File: src/rtl/cpu_sequencer.sv
// cpu_sequencer
//
// Multi-cycle control sequencer for the 9-bit-instruction CPU. It owns the
// program counter, walks each instruction through FETCH, DECODE, EXEC, MEM
// and WB, and turns the decoder's write/read requests into single-state
// enables. Program completion is reported to the host via START/DONE.
//
// Parameters:
//   PC_W         program counter width (PC arithmetic wraps modulo 2^PC_W)
//   MEM_TIMEOUT  cycles allowed waiting on MEM_READY before flagging ERR
//
// Ports:
//   CLK, RESET_N         clock (rising edge), async active-low reset
//   START, START_ADDR    host start level and first instruction address
//   DEC_*                decoder outputs for the instruction held in IR
//   BR_TAKEN, BR_TARGET  branch outcome and destination, valid in EXEC
//   MEM_READY            data memory completion, sampled only in MEM
//   PC                   program counter / ROM address
//   IR_LOAD              latch ROM word into IR (FETCH)
//   REG_WE               register file write enable (WB)
//   MEM_RE, MEM_WE       data memory strobes (MEM)
//   DONE, ERR            program finished / memory timeout
//   INSTR_COUNT          retired instruction count, saturating
//   STATE                encoded current state

module cpu_sequencer #(
  parameter int PC_W        = 10,
  parameter int MEM_TIMEOUT = 15
) (
  input  logic            CLK,
  input  logic            RESET_N,
  input  logic            START,
  input  logic [PC_W-1:0] START_ADDR,
  input  logic            DEC_REG_WRITE,
  input  logic            DEC_MEM_READ,
  input  logic            DEC_MEM_WRITE,
  input  logic            DEC_BRANCH,
  input  logic            DEC_HALT,
  input  logic            BR_TAKEN,
  input  logic [PC_W-1:0] BR_TARGET,
  input  logic            MEM_READY,
  output logic [PC_W-1:0] PC,
  output logic            IR_LOAD,
  output logic            REG_WE,
  output logic            MEM_RE,
  output logic            MEM_WE,
  output logic            DONE,
  output logic            ERR,
  output logic [15:0]     INSTR_COUNT,
  output logic [2:0]      STATE
);

  localparam int WAIT_W = (MEM_TIMEOUT < 2) ? 1 : $clog2(MEM_TIMEOUT + 1);
  localparam logic [WAIT_W-1:0] WAIT_LIMIT = WAIT_W'(MEM_TIMEOUT);

  typedef enum logic [2:0] {
    S_IDLE   = 3'd0,
    S_FETCH  = 3'd1,
    S_DECODE = 3'd2,
    S_EXEC   = 3'd3,
    S_MEM    = 3'd4,
    S_WB     = 3'd5,
    S_HALTED = 3'd6
  } state_t;

  state_t              state_q, state_d;
  logic [PC_W-1:0]     pc_q, pc_d;
  logic [15:0]         count_q, count_d;
  logic [WAIT_W-1:0]   wait_q, wait_d;
  logic                armed_q, armed_d;
  logic                err_q, err_d;
  // DEC_HALT is acted on directly in DECODE, so only four decoder flags
  // need to survive into EXEC/MEM/WB.
  logic                reg_write_q, reg_write_d;
  logic                mem_read_q, mem_read_d;
  logic                mem_write_q, mem_write_d;
  logic                branch_q, branch_d;

  logic                retire;
  logic [PC_W-1:0]     retire_pc;
  logic [15:0]         count_inc;

  assign count_inc = (count_q == 16'hFFFF) ? count_q : count_q + 16'd1;

  always_ff @(posedge CLK or negedge RESET_N) begin
    if (!RESET_N) begin
      state_q     <= S_IDLE;
      pc_q        <= '0;
      count_q     <= '0;
      wait_q      <= '0;
      armed_q     <= 1'b0;
      err_q       <= 1'b0;
      reg_write_q <= 1'b0;
      mem_read_q  <= 1'b0;
      mem_write_q <= 1'b0;
      branch_q    <= 1'b0;
    end else begin
      state_q     <= state_d;
      pc_q        <= pc_d;
      count_q     <= count_d;
      wait_q      <= wait_d;
      armed_q     <= armed_d;
      err_q       <= err_d;
      reg_write_q <= reg_write_d;
      mem_read_q  <= mem_read_d;
      mem_write_q <= mem_write_d;
      branch_q    <= branch_d;
    end
  end

  always_comb begin
    state_d     = state_q;
    pc_d        = pc_q;
    count_d     = count_q;
    wait_d      = wait_q;
    armed_d     = armed_q;
    err_d       = err_q;
    reg_write_d = reg_write_q;
    mem_read_d  = mem_read_q;
    mem_write_d = mem_write_q;
    branch_d    = branch_q;
    retire      = 1'b0;
    retire_pc   = pc_q + PC_W'(1);

    case (state_q)
      S_IDLE: begin
        // The program starts on the falling edge of START, not while it is held.
        if (START) begin
          pc_d    = START_ADDR;
          armed_d = 1'b1;
          count_d = '0;
        end else if (armed_q) begin
          state_d = S_FETCH;
          armed_d = 1'b0;
        end
      end
      S_FETCH: state_d = S_DECODE;
      S_DECODE: begin
        reg_write_d = DEC_REG_WRITE;
        mem_read_d  = DEC_MEM_READ;
        mem_write_d = DEC_MEM_WRITE;
        branch_d    = DEC_BRANCH;
        if (DEC_HALT) begin
          state_d = S_HALTED;
          count_d = count_inc;
        end else begin
          state_d = S_EXEC;
        end
      end
      S_EXEC: begin
        if (mem_read_q || mem_write_q) begin
          state_d = S_MEM;
          wait_d  = '0;
        end else if (reg_write_q) begin
          state_d = S_WB;
        end else begin
          retire = 1'b1;
          if (branch_q && BR_TAKEN) retire_pc = BR_TARGET;
        end
      end
      S_MEM: begin
        if (MEM_READY) begin
          if (mem_read_q) state_d = S_WB;
          else            retire  = 1'b1;
        end else if (wait_q == WAIT_LIMIT) begin
          // Timeout abandons the instruction: no retire, PC untouched.
          err_d   = 1'b1;
          state_d = S_HALTED;
        end else begin
          wait_d = wait_q + WAIT_W'(1);
        end
      end
      S_WB: retire = 1'b1;
      S_HALTED: begin
        // Restart performs the IDLE start actions in the same cycle.
        if (START) begin
          state_d = S_IDLE;
          err_d   = 1'b0;
          pc_d    = START_ADDR;
          armed_d = 1'b1;
          count_d = '0;
        end
      end
      default: state_d = S_IDLE;
    endcase

    if (retire) begin
      pc_d    = retire_pc;
      count_d = count_inc;
      state_d = S_FETCH;
    end
  end

  // Moore outputs: decoded only from registered state and latched flags.
  assign PC          = pc_q;
  assign IR_LOAD     = (state_q == S_FETCH);
  assign REG_WE      = (state_q == S_WB);
  assign MEM_RE      = (state_q == S_MEM) && mem_read_q;
  assign MEM_WE      = (state_q == S_MEM) && mem_write_q;
  assign DONE        = (state_q == S_HALTED);
  assign ERR         = err_q;
  assign INSTR_COUNT = count_q;
  assign STATE       = state_q;

endmodule

File: config.mk
export PLATFORM = sky130hd
export DESIGN_NAME = cpu_sequencer
export DESIGN_NICKNAME = d
export VERILOG_FILES = /design/src/rtl/cpu_sequencer.sv
export SDC_FILE = /design/constraint.sdc
export NUM_CORES = 1
export LEC_CHECK = 0
export ABC_AREA = 0
export BUFFER_PORTS_ARGS = -buffer_cell sky130_fd_sc_hd__buf_4
export CORE_ASPECT_RATIO = 0.75
export CORE_UTILIZATION = 40
export DETAILED_ROUTE_END_ITERATION = 10
export GPL_TIMING_DRIVEN = 0
export PLACE_DENSITY = 0.73
export SETUP_SLACK_MARGIN = 0.1
export SYNTH_ARGS = -nofsm -noshare
export SYNTH_HDL_FRONTEND = slang
export SYNTH_SLANG_ARGS = --single-unit
File: constraint.sdc
create_clock -name CLK -period 4.5 [get_ports CLK]
set_input_delay 0.675 -clock CLK [delete_from_list [all_inputs] [get_ports CLK]]
set_output_delay 0.675 -clock CLK [all_outputs]
set_load 0.01 [all_outputs]
==> results of run 1 <==
==> metrics by stage <==
step | utilization | instances | worst slack (ns) | hold WS, ns | total power, mW
finish | 0.533 | 433 | 2.02 | 0.349 | 1.78
global route | 0.533 | 433 | 1.82 | 0.383 | 1.93
CTS | 0.533 | 433 | 2.01 | 0.368 | 1.78
detailed placement | 0.519 | 425 | 2.23 | 0.514 | 1.54
global placement | 0.519 | 425 | 2.27 | 0.503 | 1.51
floorplan | - | 283 | 2.55 | 0.379 | 1.22
==> cells in the final DEF (no fill, tap or decap), drive strengths merged, types with 4 or more instances in the layout <==
cell    instances
o21ai          18
and2            5
nand4           9
o22ai           7
nor2b           6
nand2          27
dfrtp          39
nor2           27
a21oi          19
a211oi          5
nor3b           4
o31ai           8
a31oi           4
nand2b          4
xnor2           4
inv             4
xor2            6
mux2            6
clkbuf         13
buf            71
nand3          15
or4             6
mux2i           7
nor3           10
==> registers in the layout, indices dropped and copies added, names as in the netlist <==
name	flops
INSTR_COUNT	16
mem_write_q	1
wait_q	4
branch_q	1
reg_write_q	1
PC	10
STATE	3
mem_read_q	1
ERR	1
armed_q	1
==> area by class of cell <==
type / count / area (um^2) / area share
buffer: 13 / 71.3 / 0.0227
clock buffer: 7 / 76.3 / 0.0243
clock inverter: 1 / 5.00 / 0.00159
inverter: 4 / 15.0 / 0.00478
multi-input combinational: 227 / 1420 / 0.451
sequential: 39 / 976 / 0.311
tap: 78 / 97.6 / 0.0311
timing repair buffer: 64 / 480 / 0.153
==> worst max-delay path, stage by stage (launching register included) <==
cell and delay (ns):
dfrtp_1 0.48, clkbuf_1 0.36, inv_1 0.21, nand2_1 0.12
nor2_1 0.05, and2_1 0.17, buf_4 0.14
==> worst max-delay path by stage <==
| stage | endpoint | slack [ns] | depth (start not counted) |
|---|---|---|---|
| 2_1_floorplan | INSTR_COUNT[14] | 2.55 | 7 |
| 3_3_place_gp | INSTR_COUNT[13] | 2.27 | 8 |
| 3_5_place_dp | INSTR_COUNT[14] | 2.23 | 8 |
| 4_1_cts | IR_LOAD | 2.01 | 4 |
| 5_1_grt | IR_LOAD | 1.82 | 4 |
| 6_report | MEM_RE | 2.02 | 6 |
==> cell families (layout without fill, tap and decap cells) <==
logic type / Yosys count / count (layout)
AO/OA/AOI/OAI: 77 / 77
XOR/XNOR: 10 / 10
adder cells (fa/ha/maj): 3 / 3
buffers and inverters: 17 / 89
flip-flops: 39 / 39
multiplexers: 13 / 13
AND/OR/NAND/NOR: 124 / 124
==> power by group <==
part / leakage [nW] / switching, mW / internal (mW)
clock network: 0.0422 / 0.123 / 0.109
logic: 0.821 / 0.510 / 0.426
registers: 0.502 / 0.144 / 0.465
==> layer usage <==
layer / routed length (um) / share of wire / vias up / global-route usage
met4: 35 / 0.0053 / 0 / 0.0444
met1: 3100 / 0.47 / 1172 / 0.305
met3: 415 / 0.063 / 6 / 0.0468
li1: - / - / 1187 / -
met2: 3040 / 0.46 / 87 / 0.331
met5: 0 / 0 / - / 0
==> results.txt, run 1 <==
The flow ran to the end, and the final reports show no timing, DRC or antenna violations. Synthesized area: 0.00248 mm^2. After routing the design area is 0.00314 mm^2. STA classifies the critical path endpoint as an output pin. TritonCTS built the clock tree. In this run the power density over the cells is 566 mW/mm^2. The post-synthesis mux area share is 0.0555. The tool flagged a number of max-cap violations equal to 0. The critical-path maximum fanout works out to 10. Number of warning messages in the yosys log: 0.

CTS saw 39 sinks. Insertion delay of the later-clocked pin in the worst-skew pair: 0.29 ns. The via density per instance works out to 5.66. In this run the deepest clock path goes through 2 buffers. Worst IR drop on VDD: 0.000226 V.

Setup total negative slack on the finished layout was measured at 0 ns. The xor and xnor area share after synthesis was 0.0353. The arithmetic-cell share of the synthesized area counting full adders, half adders and majority gates was 0.0151. The count of buffers added on input and output ports is 64. The tools report the floorplan core area as 0.00589 mm^2. For this run, design rule violations remaining after detail routing come to 0. The compound-gate portion of the synthesized area was 0.201. The most common cell in the synthesized netlist is dfrtp_1.

STA classifies the critical path startpoint as a flop. The run gives 0 as the post-cts gate resize count. The tree is rooted in a clkbuf_8.

For the post-synthesis sequential area ratio, the log shows 0.394. The share of post-route cells with drive strength above 1 works out to 0.259. The synthesized-area fraction occupied by and/or/nand/nor cells came out at 0.265. Clock skew on the completed layout was measured at 0.0104 ns. For the count of pins over their slew limit, the log shows 0. The run gives 0.421 as the initial core utilization. The routed layout has 2452 vias. The class of the most critical hold timing path is in -> async.

In this run the critical register-to-register path is launched from STATE[0]. The maximum number of pins on one net before global-route repair is 40. Iteration-0 DRC count of the detailed router: 201. The global-route wire length before repair was 11200 um; the floorplan die height was 70.2 um. The logs give 1.37 nW for the static leakage power and 283 for the synthesized instance count. The count of hold buffers inserted by post-cts repair came out at 0.

The worst-case reg-to-reg path depth is 6, and the headroom to the max-slew limit is 0.640. By count the netlist is led by 39 x dfrtp_1, 27 x nor2_1, 26 x nand2_1. The critical path starts at STATE[0]. The number of hold violations in the final report was 0; the chip width was 92.9 um.

The async set or reset register ratio after synthesis is 1.00, and the number of filler instances in the final layout is 580. The worst register-to-register path has a setup slack of 2.42 ns. The run gives 1.80 ns as the arrival time at the worst endpoint.

By area, the combinational part of the netlist is dominated by simple AND/OR/NAND/NOR gates. The reg-to-reg critical path endpoint is PC[0]. The final critical-path share of the clock period was 0.551; the number of top-level design ports was 65. For this run, the top clock speed supported by timing is 403 MHz.

In this run the core area contains 24 standard-cell rows. The post-place instance area was 0.00306 mm^2. Cell taking the most area after synthesis: dfrtp_1. The final net count came out at 387. The number of nets produced by synthesis was 316. Leading register cell type out of synthesis: dfrtp_1. A synthesized cell averages 8.76 um^2.

By area the synthesized netlist is led by dfrtp_1 39%, nor2_1 4.1%, nand2_1 3.9%. Initial antenna violation count: 0. Clock input transition at the sequential cells of the worst setup and hold paths: 0.08 ns. The tools report the antenna violation net count after detailed routing as 0. Global routing finished with a remaining overflow of 0. The worst setup path is of the reg -> out kind.

The overall global routing resource usage is 0.213. The number of H-tree branching levels came out at 2. Diode insertion count for antenna repair: 0. The weighted congestion at the end of routability-driven global placement was 0.823; the worst-margin pin slew was 0.539 ns. The number of distinct standard cells referenced by the synthesized netlist is 52. The area share of the largest cell type after synthesis is 0.394, and the register bit total from synthesis is 39. In the final routed layout, each cell accounts on average for 15.2 um. Yosys mapped a number of flops with a built-in enable equal to 0. For the worst setup path, the data required time is 3.83 ns. The number of buffers inserted by post-CTS setup repair is 0, and the final setup violation count is 0.

The HPWL reported at the end of detailed placement was 4840 um; the area growth from synthesis to layout was 26.6%. The length of the first detailed-routing pass in iterations is 5, and the area of the die is 0.00652 mm^2. Setup repair after global routing left no endpoint under its margin. The aggregate routed wire length is 6590 um, and the minimum clock period is 2.48 ns. The number of global-route vias before repair is 2334.

In this run, CTS created clock tree buffers numbering 5.
Power figures use the tool's default switching activity.
==> run 2: changes to the inputs <==
Settings changed: PLACE_DENSITY 0.73 to 0.76.
Clock period 4.5 ns to 2.25 ns, I/O delays scaled along.
==> run 2 against run 1 <==
Net effect:
- the run now ends with hold timing left
- sequential power rose by 100%
- total power rose by 110%
- worst setup slack worse by 1.8 ns
- largest cell class unchanged
- first-iteration DRC count decreased by 41%
- highest routed layer unchanged
- critical endpoint is now INSTR_COUNT[11]
- sequential share of layout area is 0.44 points lower
- utilization is 0.77 points higher
- final cell count unchanged
==> results.txt, run 2 (synthesized netlist as in run 1, its figures left out) <==
Area of the die: 0.00652 mm^2 (unchanged). Worst-case reg-to-reg path depth: 7 (+1). Clock input transition at the sequential cells of the worst setup and hold paths: 0.08 ns (about the same). The global-route wire length before repair came out at 11300 um (+0.87%). For the internal power component, the log shows 2.15 mW (+120%). The diode insertion count for antenna repair was 0 (unchanged); the overall global routing resource usage was 0.215 (+0.00224). Count of pins over their slew limit: 0 (unchanged).

The share of post-route cells with drive strength above 1 came out at 0.282 (+0.0225). Length of the first detailed-routing pass in iterations: 4 (-1). STA classifies the critical path endpoint as a flop. The number of standard-cell rows in the floorplan came out at 24 (unchanged). Leaving out fill and tap cells, the most frequent cells in the layout are 65 x buf_4, 39 x dfrtp_1, 26 x nand2_1, 25 x nor2_1, 18 x a21oi_1. The leading cell type in the layout, fill and taps excluded is buf_4. The run gives 0 (unchanged) as the number of violations of the max-capacitance limit.

Power per cell area: 1180 mW/mm^2 (+110%). The deepest clock path buffer count came out at 2 (unchanged). The tools report the share of total power in sequential cells as 0.326 (-0.016). Setup repair after global routing left no endpoint under its margin.

The number of top-level design ports came out at 65 (unchanged). The logs give 0 (unchanged) for the initial antenna violation count and 0.000686 V (+200%) for the worst IR drop on VDD. The final setup violation count was 0 (unchanged). The number of global-route vias before repair came out at 2378 (+1.9%). The worst setup path is launched from a flop. The run gives 0.421 (unchanged) as the initial core utilization. The highest metal layer with signal wires was met4. The logs give 0.662 (+0.0220) for the headroom to the max-slew limit and 3020 um (-0.69%) for the routed length on met2. The run gives 39 (unchanged) as the number of clock sinks seen by CTS.

The tools report the portion of total power attributed to combinational logic as 0.507 (-0.020). The tools report the setup total negative slack as 0 ns (unchanged). For the number of hold violations in the final report, the log shows 4 (+4). The via density per instance is 5.66 (about the same), and the minimum clock period is 2.02 ns. The insertion delay of the later-clocked pin in the worst-skew pair came out at 0.30 ns (about the same). The aggregate global routing overflow was 0 (unchanged). The root buffer cell chosen for the clock tree is clkbuf_8.

The checks that failed: hold timing. Timing would allow up to 495 MHz. The run gives 0 (unchanged) as the post-route DRC violation count.

The chip width is 92.9 um (unchanged), and the detailed route wirelength on metal3 is 401 um (-3.4%). The antenna violation net count after detailed routing is 0 (unchanged), and the flip-flop count of the largest register after layout is 16 (unchanged). The count of hold buffers inserted by post-cts repair is 0 (unchanged), and the worst-margin pin slew is 0.508 ns (-0.0310 ns). The number of buffers created by CTS is 5 (unchanged).

The tools report the final net count as 387 (unchanged). The final critical-path share of the clock period works out to 0.898. Aggregate routed wire length: 6540 um (-0.65%).

The data required time of the critical path was 2.47 ns (-1.36 ns); the switching share of total power was 0.426 (-0.0115). The logs give 40 (unchanged) for the maximum number of pins on one net before global-route repair and 2.24 ns (+0.44 ns) for the arrival time at the worst endpoint. The weighted congestion at the end of routability-driven global placement was 0.847 (+2.9%); the iteration-0 DRC count of the detailed router was 119 (-41%).

The logs give 3080 um (-0.55%) for the met1 layer wirelength in the final routing and 0.00589 mm^2 (unchanged) for the floorplan core area. In this design, the critical path's most frequently occurring cell is buf_6. Total net switching power: 1.60 mW (+110%). The floorplan die height is 70.2 um (unchanged).

The fraction of power consumed by the clock network is 0.167 (+0.036). TritonCTS built the clock tree. The endpoint identified for the worst register-to-register timing path is INSTR_COUNT[11].

The static leakage power is 1.39 nW (+2.1%). The area growth from synthesis to layout is 28.4%. The flow ran to the end, but the final reports show violations.

For the final hold slack, the log shows -0.000755 ns (-0.350 ns). Clock skew after layout: 0.00932 ns (-0.00110 ns). The maximum cell stage delay along the critical path was 0.50 ns (+0.02 ns); the vias after detailed routing was 2451 (-0.041%). The count of buffers from port buffering works out to 64 (unchanged). Traced cell by cell, the critical path runs through buf_6 > and3b_2 > nand2_4 > o211a_4 > buf_6 > or4_1 > a21oi_1. For the HPWL reported at the end of detailed placement, the log shows 4890 um (+1.1%). The setup path with the least slack is of type reg -> reg.

The final routed wire length divided by cell count is 15.1 um (-0.65%), and the register-to-register setup slack is 0.23 ns (-2.19 ns). For the number of H-tree branching levels, the log shows 2 (unchanged). Class of the most critical hold timing path: in -> async. In this run the critical register-to-register path is launched from STATE[2]. Critical-path maximum fanout: 10 (unchanged). The slowest cell on the critical path was or4_1.
run 2: changes by cell type in the layout (fill, tap and decap cells not counted):
cell       change
inv_1          -1
nor2_1         -2
nor2_2         +2
clkbuf_1       -5
clkbuf_2       +3
inv_2          +1
bufinv_16      +1
clkbuf_8       +1
run 2: cell type report:
class | count | area (um^2)
Fill cell | 573 | 2700
Multi-Input combinational cell | 227 | 1420
Sequential cell | 39 | 976
Timing Repair Buffer | 64 | 480
Tap cell | 78 | 97.6
Clock buffer | 6 | 82.6
Buffer | 13 | 75.1
Clock inverter | 2 | 35.0
Inverter | 4 | 15.0
run 2: critical path: cells and delay by family, from the launching register on:
family | cells | cell delay (ns)
simple gates | 3 | 0.91
flops | 1 | 0.41
compound gates | 2 | 0.34
buf+inv | 2 | 0.29
run 2: worst max path at each step:
stage,from,endpoint,slack [ns],depth (start not counted)
2_1_floorplan,STATE[2],INSTR_COUNT[11],0.36,7
3_3_place_gp,STATE[0],PC[0],0.15,6
3_5_place_dp,STATE[0],PC[0],0.15,6
4_1_cts,STATE[0],PC[0],0.17,6
5_1_grt,STATE[0],wait_q[3],0.12,6
6_report,STATE[2],INSTR_COUNT[11],0.23,7
run 2: per-stage QoR:
step	power [mW]	setup WS, ns	utilization	cells	instance area (um^2)
after global routing	4.02	0.122	0.541	433	3180
after floorplan	2.44	0.357	-	283	2480
after CTS	3.74	0.172	0.540	433	3180
final	3.75	0.229	0.541	433	3180
after global placement	3.04	0.149	0.519	425	3060
after detailed placement	3.10	0.150	0.519	425	3060
run 2: metal layers:
metal  track usage  vias up
li1              -     1194
met3        0.0479        4
met2         0.336       85
met5             0        -
met4        0.0513        0
met1         0.304     1168
run 2: power groups by stage:
stage	clock network (mW)	registers [mW]	logic (mW)
after detailed placement	0	1.22	1.88
final	0.628	1.22	1.90
after global routing	0.665	1.26	2.10
after floorplan	0	1.22	1.21
after CTS	0.635	1.21	1.90
after global placement	0	1.21	1.83
run 2: timing repair:
| item | in CTS | in global routing |
|---|---|---|
| setup endpoints to repair | 2 | 13 |
| setup buffers | 0 | 0 |
| pin swaps | 0 | 0 |
| resized for setup | 1 | 7 |
==> run 3: changes to the inputs <==
Settings changed: CORE_UTILIZATION 40 to 30, CTS_CLUSTER_SIZE from default to 16, PLACE_DENSITY 0.76 to 0.62.
==> run 3 against run 2 <==
Net effect:
- the flow now finishes without violations
- count of clock-buffer cells in the layout unchanged
- sequential share of layout area decreased by 0.30 points
- critical path depth increased by 1
- sequential cell count unchanged
- utilization decreased by 14 points
- combinational power about the same
- global-route usage decreased by 5.4 points
- clock power about the same
- cell area increased by 0.98%
- largest cell class unchanged
- largest power group unchanged
==> results.txt, run 3 (synthesized netlist as in run 1, its figures left out) <==
The number of standard-cell rows in the floorplan came out at 28 (+17%). The area of all placed cells without fillers is 0.00321 mm^2 (+0.98%), and the critical-path maximum fanout is 10 (unchanged). In this run the worst hold path is classified as in -> async. The tools report the number of global-route vias before repair as 2179 (-8.4%). Setup repair after global routing left no endpoint under its margin. The aggregate global routing overflow is 0 (unchanged). The number of buffers created by CTS came out at 5 (unchanged). The run gives 0 (unchanged) as the post-route DRC violation count. The flip-flop count of the largest register after layout was 16 (unchanged). TritonCTS built the clock tree.

The chip width is 107 um (+15%), and the setup total negative slack is 0 ns (unchanged). Root buffer cell: clkbuf_8. The worst-case reg-to-reg path depth is 8 (+1), and the number of H-tree branching levels is 2 (unchanged). The power per cell area was 1160 mW/mm^2 (-1.5%); the insertion delay of the later-clocked pin in the worst-skew pair was 0.30 ns (about the same).

The logs give 0.638 (-0.0233) for the headroom to the max-slew limit and 0.00863 mm^2 (+32%) for the area of the die. The maximum number of pins on one net before global-route repair came out at 40 (unchanged). The floorplan die height is 80.7 um (+15%), and the final critical-path share of the clock period is 0.901 (+0.00255). The via density per instance was 5.20 (-8.2%). The floorplan core area is 0.00795 mm^2 (+35%). Classification of the worst setup path: reg -> reg.

The run gives 0.790 (-6.7%) as the weighted congestion at the end of routability-driven global placement. The arrival time at the worst endpoint was 2.22 ns (-0.02 ns); the global-route wire length before repair was 11000 um (-3.2%). For the share of the core filled with cells in the final layout, the log shows 0.404 (-0.137). Final setup violation count: 0 (unchanged). The top cell types in the final layout, fill and taps aside, are 65 x buf_4, 39 x dfrtp_1, 26 x nand2_1, 26 x nor2_1, 18 x a21oi_1. The final routed wire length divided by cell count works out to 14.8 um (-2.2%).

The tools report the static leakage power as 1.39 nW (about the same). For the initial antenna violation count, the log shows 0 (unchanged). The count of hold buffers inserted by post-cts repair was 0 (unchanged); the diode insertion count for antenna repair was 0 (unchanged). The post-place instance area was 0.00309 mm^2 (+1.1%).

The number of clock sinks seen by CTS was 39 (unchanged); the worst-margin pin slew was 0.540 ns (+0.0329 ns). The HPWL reported at the end of detailed placement came out at 4960 um (+1.4%). The iteration-0 DRC count of the detailed router is 126 (+5.9%), and the minimum clock period is 2.03 ns (+0.00573 ns).

The type of element capturing the critical path was a flop. Number of violations of the max-capacitance limit: 0 (unchanged). The run gives 493 MHz (-0.28%) as the top achievable clock speed. STA classifies the critical path startpoint as a flop. The run gives 0.000520 V (-24%) as the worst IR drop on VDD.

For the aggregate routed wire length, the log shows 6800 um (+3.9%). The critical path starts at STATE[2]. The tools report the origin of the critical flop-to-flop path as STATE[2]. The overall global routing resource usage was 0.162 (-0.0540); the final net count was 387 (unchanged). The deepest clock path buffer count was 2 (unchanged).

The length of the first detailed-routing pass in iterations was 4 (unchanged); the area growth from synthesis to layout was 29.7%. The run gives 0.00477 ns (+0.00553 ns) as the final hold slack. The run finished with clean final reports. The vias after detailed routing was 2391 (-2.4%); the clock input transition at the sequential cells of the worst setup and hold paths was 0.08 ns (about the same).

The run gives 0 (unchanged) as the antenna violation net count after detailed routing. The logs give 0 (unchanged) for the number of buffers inserted by post-CTS setup repair and 65 (unchanged) for the number of top-level design ports. The initial core utilization came out at 0.312 (-0.109). Count of buffers from port buffering: 64 (unchanged). The logs give 0 (unchanged) for the count of pins over their slew limit and 0 (-4) for the number of hold violations in the final report. Leaving out fill and tap cells, the most frequent cell in the layout is buf_4. The share of post-route cells with drive strength above 1 was 0.279 (-0.00282). Register-to-register setup slack: 0.22 ns (about the same). The tools report the data required time of the critical path as 2.44 ns (-0.03 ns).

For the clock skew after layout, the log shows 0.00507 ns (-0.00424 ns).
==> run 3: cell types whose count changed in the layout (fill, tap and decap cells not counted) <==
cell / previous run / this run
nor2_2: 2 / 1
nor2_1: 25 / 26
==> run 3: power by group <==
| group | switching (mW) | internal [mW] |
|---|---|---|
| logic | 1.02 | 0.859 |
| clock network | 0.268 | 0.359 |
| registers | 0.297 | 0.929 |
| total | 1.59 | 2.15 |
==> run 3: metal layers <==
metal  share of wire  track usage
met2            0.44        0.249
met3           0.051       0.0398
met5               0            0
met4          0.0066       0.0370
met1            0.50        0.227
==> run 3: cell type report <==
cell class,instances,area (um^2)
Timing Repair Buffer,64,480
Multi-Input combinational cell,227,1420
Tap cell,105,131
Inverter,4,15.0
Sequential cell,39,976
Clock inverter,2,35.0
Fill cell,800,4740
Clock buffer,6,82.6
Buffer,13,75.1
==> run 3: worst paths after layout <==
kind,end
worst max register to register,INSTR_COUNT[14]
worst min-delay path,INSTR_COUNT[6]
min in group CLK,PC[0]
worst min register to register,wait_q[0]
worst max-delay path,INSTR_COUNT[14]
max in group asynchronous,wait_q[0]
==> run 3: stage by stage <==
stage,total power [mW],setup slack (ns),cells
2_1_floorplan,2.44,0.357,283
3_3_place_gp,3.07,0.121,452
3_5_place_dp,3.10,0.0803,452
4_1_cts,3.75,0.203,460
5_1_grt,4.03,0.0964,460
6_report,3.73,0.223,460
==> run 3: what timing repair did <==
item / in CTS / in global routing
setup endpoints to repair: 3 / 10
resized for setup: 2 / 4
gates cloned: 0 / 0
==> run 3: critical path, cell delays in order (launching register included) <==
cell,delay (ns)
dfrtp_1,0.41
buf_6,0.15
mux2_1,0.33
a21oi_2,0.18
o211a_4,0.22
buf_6,0.14
buf_2,0.22
nor3_1,0.09
o21a_1,0.17
